<file path="config.mk">
export PLATFORM = sky130hd
export DESIGN_NAME = wshb_mire
export DESIGN_NICKNAME = d
export VERILOG_FILES = /design/src/rtl/video_pkg.sv /design/src/rtl/mire_xy_counter.sv /design/src/rtl/wshb_mire.sv
export SDC_FILE = /design/constraint.sdc
export NUM_CORES = 1
export LEC_CHECK = 0
export BUFFER_PORTS_ARGS = -buffer_cell sky130_fd_sc_hd__buf_2
export CELL_PAD_IN_SITES_DETAIL_PLACEMENT = 0
export CELL_PAD_IN_SITES_GLOBAL_PLACEMENT = 1
export CORE_ASPECT_RATIO = 1.25
export CORE_MARGIN = 2
export CORE_UTILIZATION = 35
export DETAILED_ROUTE_END_ITERATION = 16
export PLACE_DENSITY_LB_ADDON = 0.1
export SYNTH_ARGS = -nofsm -noshare
export SYNTH_HDL_FRONTEND = slang
export SYNTH_SLANG_ARGS = --single-unit
</file>
<file path="constraint.sdc">
create_clock -name clk -period 2.7 [get_ports clk]
set_input_delay 0.135 -clock clk [delete_from_list [all_inputs] [get_ports clk]]
set_output_delay 0.135 -clock clk [all_outputs]
set_load 0.005 [all_outputs]
</file>
<file path="src/rtl/video_pkg.sv">
// Shared video constants, pixel colours and the mire write FSM state type.
// Also holds the grid colour rule used by the pattern generator.
package video_pkg;

   localparam int unsigned DEFAULT_HDISP = 800;
   localparam int unsigned DEFAULT_VDISP = 480;

   localparam logic [31:0] WHITE = 32'h00FF_FFFF;
   localparam logic [31:0] BLACK = 32'h0000_0000;

   typedef enum logic [1:0] {
      IDLE,
      WRITE,
      RELEASE
   } mireState_t;

   // A pixel is white when it sits on a vertical or a horizontal grid line.
   function automatic logic [31:0] gridColour(input int unsigned px,
                                              input int unsigned py,
                                              input int unsigned grid);
      return ((px % grid) == 0 || (py % grid) == 0) ? WHITE : BLACK;
   endfunction

endpackage

</file>
<file path="src/rtl/mire_xy_counter.sv">
// Raster walk over the visible frame: x/y position plus the matching byte address.
// The address steps by 4 per pixel and wraps to 0 together with x and y.
module mire_xy_counter #(
   parameter int unsigned HDISP = 800,
   parameter int unsigned VDISP = 480
) (
   input  logic                       clk,
   input  logic                       rst,
   input  logic                       inc,
   output logic [$clog2(HDISP)-1:0]   x,
   output logic [$clog2(VDISP)-1:0]   y,
   output logic [31:0]                adr,
   output logic                       last
);

   localparam int XW = $clog2(HDISP);
   localparam int YW = $clog2(VDISP);

   logic lineEnd;

   assign lineEnd = (x == XW'(HDISP - 1));
   assign last    = lineEnd && (y == YW'(VDISP - 1));

   // NOTE: sequential state uses non-blocking assignments so every flop samples
   // the pre-edge values, independent of statement order.
   always_ff @(posedge clk) begin
      if (rst) begin
         x   <= '0;
         y   <= '0;
         adr <= '0;
      end else if (inc) begin
         if (last) begin
            x   <= '0;
            y   <= '0;
            adr <= '0;
         end else if (lineEnd) begin
            x   <= '0;
            y   <= y + 1'b1;
            adr <= adr + 32'd4;
         end else begin
            x   <= x + 1'b1;
            adr <= adr + 32'd4;
         end
      end
   end

endmodule

</file>
<file path="src/rtl/wshb_mire.sv">
// Wishbone write master that streams a white grid test pattern into the frame buffer,
// in bursts of BURST_LEN acked writes with cyc released for GAP cycles in between.
module wshb_mire
   import video_pkg::*;
#(
   parameter int unsigned HDISP     = DEFAULT_HDISP,
   parameter int unsigned VDISP     = DEFAULT_VDISP,
   parameter int unsigned GRID      = 16,
   parameter int unsigned BURST_LEN = 64,
   parameter int unsigned GAP       = 1
) (
   input  logic        clk,
   input  logic        rst,
   output logic        cyc,
   output logic        stb,
   output logic        we,
   output logic [31:0] adr,
   output logic [31:0] dat_ms,
   output logic [3:0]  sel,
   output logic [2:0]  cti,
   output logic [1:0]  bte,
   input  logic        ack,
   input  logic [31:0] dat_sm
);

   localparam int XW = $clog2(HDISP);
   localparam int YW = $clog2(VDISP);
   localparam int BW = $clog2(BURST_LEN + 1);
   localparam int GW = $clog2(GAP + 1);

   mireState_t      state, nextState;
   logic            idleDone;
   logic [BW-1:0]   burstCnt;
   logic [GW-1:0]   gapCnt;
   logic            inc;
   logic            last;
   logic            tenureEnd;
   logic [XW-1:0]   x;
   logic [YW-1:0]   y;
   logic            unusedDatSm;

   assign we  = 1'b1;
   assign sel = 4'hF;
   assign cti = 3'b000;
   assign bte = 2'b00;
   assign unusedDatSm = ^dat_sm;

   assign tenureEnd = (burstCnt == BW'(BURST_LEN - 1)) || last;

   mire_xy_counter #(
      .HDISP (HDISP),
      .VDISP (VDISP)
   ) u_xy (
      .clk  (clk),
      .rst  (rst),
      .inc  (inc),
      .x    (x),
      .y    (y),
      .adr  (adr),
      .last (last)
   );

   // NOTE: every always_comb output gets a default first, so no path can infer a latch.
   always_comb begin
      nextState = state;
      cyc       = 1'b0;
      stb       = 1'b0;
      inc       = 1'b0;
      case (state)
         IDLE: begin
            if (idleDone) nextState = WRITE;
         end
         WRITE: begin
            cyc = 1'b1;
            stb = 1'b1;
            if (ack) begin
               inc = 1'b1;
               if (tenureEnd) nextState = RELEASE;
            end
         end
         RELEASE: begin
            if (gapCnt == '0) nextState = WRITE;
         end
         default: nextState = IDLE;
      endcase
   end

   // Pixel data is loaded with the next address so the pair is always coherent.
   always_ff @(posedge clk) begin
      if (rst) begin
         state    <= IDLE;
         idleDone <= 1'b0;
         burstCnt <= '0;
         gapCnt   <= '0;
         dat_ms   <= BLACK;
      end else begin
         state    <= nextState;
         idleDone <= 1'b1;

         if (inc) burstCnt <= tenureEnd ? '0 : burstCnt + 1'b1;

         if (state == WRITE && nextState == RELEASE)
            gapCnt <= GW'(GAP - 1);
         else if (state == RELEASE && gapCnt != '0)
            gapCnt <= gapCnt - 1'b1;

         if (state == IDLE)
            dat_ms <= gridColour(32'(x), 32'(y), GRID);
         else if (inc)
            dat_ms <= (x == XW'(HDISP - 1)) ? WHITE
                                            : gridColour(32'(x) + 32'd1, 32'(y), GRID);
      end
   end

endmodule

</file>
==> reports/results.ini <==
[grt]
grt_max_degree=28
grt_pass1_vias=2627
antenna_found_initial=0
track_usage_pct=15.9
gr-total-overflow=0
grt_pass1_wl_microns=13200

[synth]
synth_seq_cells=61
synth_top_cell_by_area=dfxtp_1
synth_seq_area_share_pct=36.0
synth_fa_ha_area_share_pct=2.21
async_flop_share_pct=0
synth_cell_types=45
netlist_area_sq_um=3400
synth-simple-area-share_pct=25.9
yosysWarnings=0
synth_top_cells_by_count=dfxtp_1, buf_4, nand2_1
synth_cells=410
synth_compound_area_share_pct=15.4
synthXorXnorAreaFrac_pct=4.64
synth_top_family_by_area=simple AND/OR/NAND/NOR gates
synth.most_common_cell=dfxtp_1
synth_edf_count=0
ys_top_cells_by_area=dfxtp_1, buf_4, or4_1
synth_top_cell_area_share_pct=36.0
syn_avg_cell_area_sq_um=8.28
synthMuxAreaShare_pct=1.18
synthFlopType=dfxtp_1

[critical_path]
end_kind=flop
r2r-end=u_xy.y[8]
critPathKind=flop to flop
reg2reg_slack_ps=500
r2r-start=u_xy.x[1]
worstPathRequired_ps=2950
crit_fanout=23
cp.arrival_ps=2460
r2r_cells=6
startpoint_type=flop

[pwr]
switchingPower_mw=0.456
irDropWorstVdd_v=0.000263
power.share.clock_pct=49.6
p_leak_nw=1.45
p_seq_share_pct=45.5
p_per_area_nw_per_um2=529
p_comb_share_pct=4.9
p_sw_share_pct=22.6
total_power_mw=2.02
intPower_mw=1.57

[sta]
worst_pin_slew_ps=665
fmax_mhz=454
slew_viol_final=0
slew_headroom_pct=55.5
hold-worst-slack_ps=120
finalCriticalPeriod_ps=2200
fin_worst_skew_ps=6.23
final-hold-violation-count=0
rsz0062_at_grt=false
timing.final.crit_share_pct=81.7
finalSetupViolCount=0
tns_ps=0

[finish]
final_nets=484
drive_gt1_share_pct=18.8
n_antenna_cell=0
final_area_sq_um=3820
syn_to_final_growth_pct=12.6

[placed_design]
place_hpwl_microns=5660
gp_congestion=0.803
port_buffers=58
place_area_sq_um=3570

[clock_tree]
clock_path_buffers=2
numCtsBuffers=9
cts_tree=built
htree_levels=3
post-cts-setup-buffers=0
clock-sinks=61
postCtsHoldBufs=0
cts_resized=0
insertion_delay_ps=320
clockRootBuffer=clkbuf_16
path_clk_slew_ps=50

[routing]
drc_errors=0
drt-total-wl_microns=8100
dr.first_iter.drc_count=91
vias=2957
firstDrtPassIters=4
vias_per_cell=5.15
drtAntennaViolNets=0
wl_per_cell_microns=14.1

[status]
status=finished, final reports clean

[floorplanning]
core_area_sq_um=9510
die_w_microns=92.1
start_util_pct=35.7
dieArea_sq_um=10500
row_count=40
die_y_microns=114
ios=111

[worst_hold_path]
min_to=state[0]
hp-start=ack
hp-class=primary input to flop
hold_depth=2

[flow_run]
drv_cap=0

## stage by stage
stage	setup WS, ps	util (%)	std cells
after global placement	529	37.5	558
after global routing	353	40.2	574
after detailed placement	490	37.5	558
after CTS	469	40.2	574
final	495	40.2	574
after floorplan	627	-	428
## worst max-delay path: stages, from the launching register on
cell	delay, ps
dfxtp_1	360
ha_1	200
nand3_1	110
or4_1	560
buf_4	240
or4_1	510
a21oi_1	150
## state kept, by name, indices dropped and copies added (netlist names)
register	count
burstCnt	7
dat_ms	1
gapCnt	1
idleDone	1
state	2
u_xy.adr	30
u_xy.x	10
u_xy.y	9
## kinds of logic after synthesis
group	Yosys count
buf+inv	79
other cells	2
fa+ha+maj	6
compound gates	81
mux	4
simple gates	159
xor+xnor	18
flops	61
## power groups by stage
stage | Combinational, mW | Clock, mW | Sequential, mW
detailed placement | 0.100 | 0 | 0.938
floorplan | 0.108 | 0 | 0.937
global placement | 0.101 | 0 | 0.938
finish | 0.0994 | 1.00 | 0.919
CTS | 0.101 | 1.05 | 0.919
global route | 0.114 | 1.08 | 0.920
## final cells by class
| class | instances | area [sq um] |
|---|---|---|
| repair buffers | 69 | 385 |
| clock inverters | 2 | 10.0 |
| inverters | 14 | 52.6 |
| well taps | 126 | 158 |
| multi-input cells | 288 | 1750 |
| fillers | 1018 | 5690 |
| clock buffers | 14 | 244 |
| flip-flops and latches | 61 | 1220 |
## cells in the final DEF (no fill, tap or decap), drive strengths merged, types with 4 or more instances in the layout
cell type,instances
nand2,33
nor3,5
nor2,29
o211ai,4
nor4,4
xor2,13
xnor2,5
or3,8
buf,69
a21oi,32
o31ai,24
nand3,18
o21ai,9
clkbuf,14
mux2i,4
conb,20
or4,25
ha,6
nand4,14
and3,6
inv,14
dfxtp,61
and4,5
## routing by layer
layer  wire [microns]  vias to the layer above  GRT usage, %  part of all wire [%]
met5                0                        -             0                     0
met1             3670                     1409          19.7                    45
li1                 -                     1493             -                     -
met3              310                        7          3.88                   3.8
met4               89                        0          6.57                   1.1
met2             4030                       48          26.4                    50
## how the worst max path moves through the flow
stage / from / endpoint / slack [ps] / cells after the start
after floorplan: u_xy.x[0] / u_xy.adr[26] / 630 / 8
after global placement: u_xy.x[1] / u_xy.y[5] / 530 / 6
after detailed placement: u_xy.x[0] / u_xy.y[8] / 490 / 6
after CTS: u_xy.x[1] / u_xy.y[8] / 470 / 6
after global routing: u_xy.x[0] / u_xy.y[7] / 350 / 6
final: u_xy.x[1] / u_xy.y[8] / 500 / 6
Note: power is estimated with default switching activity, not from simulation.
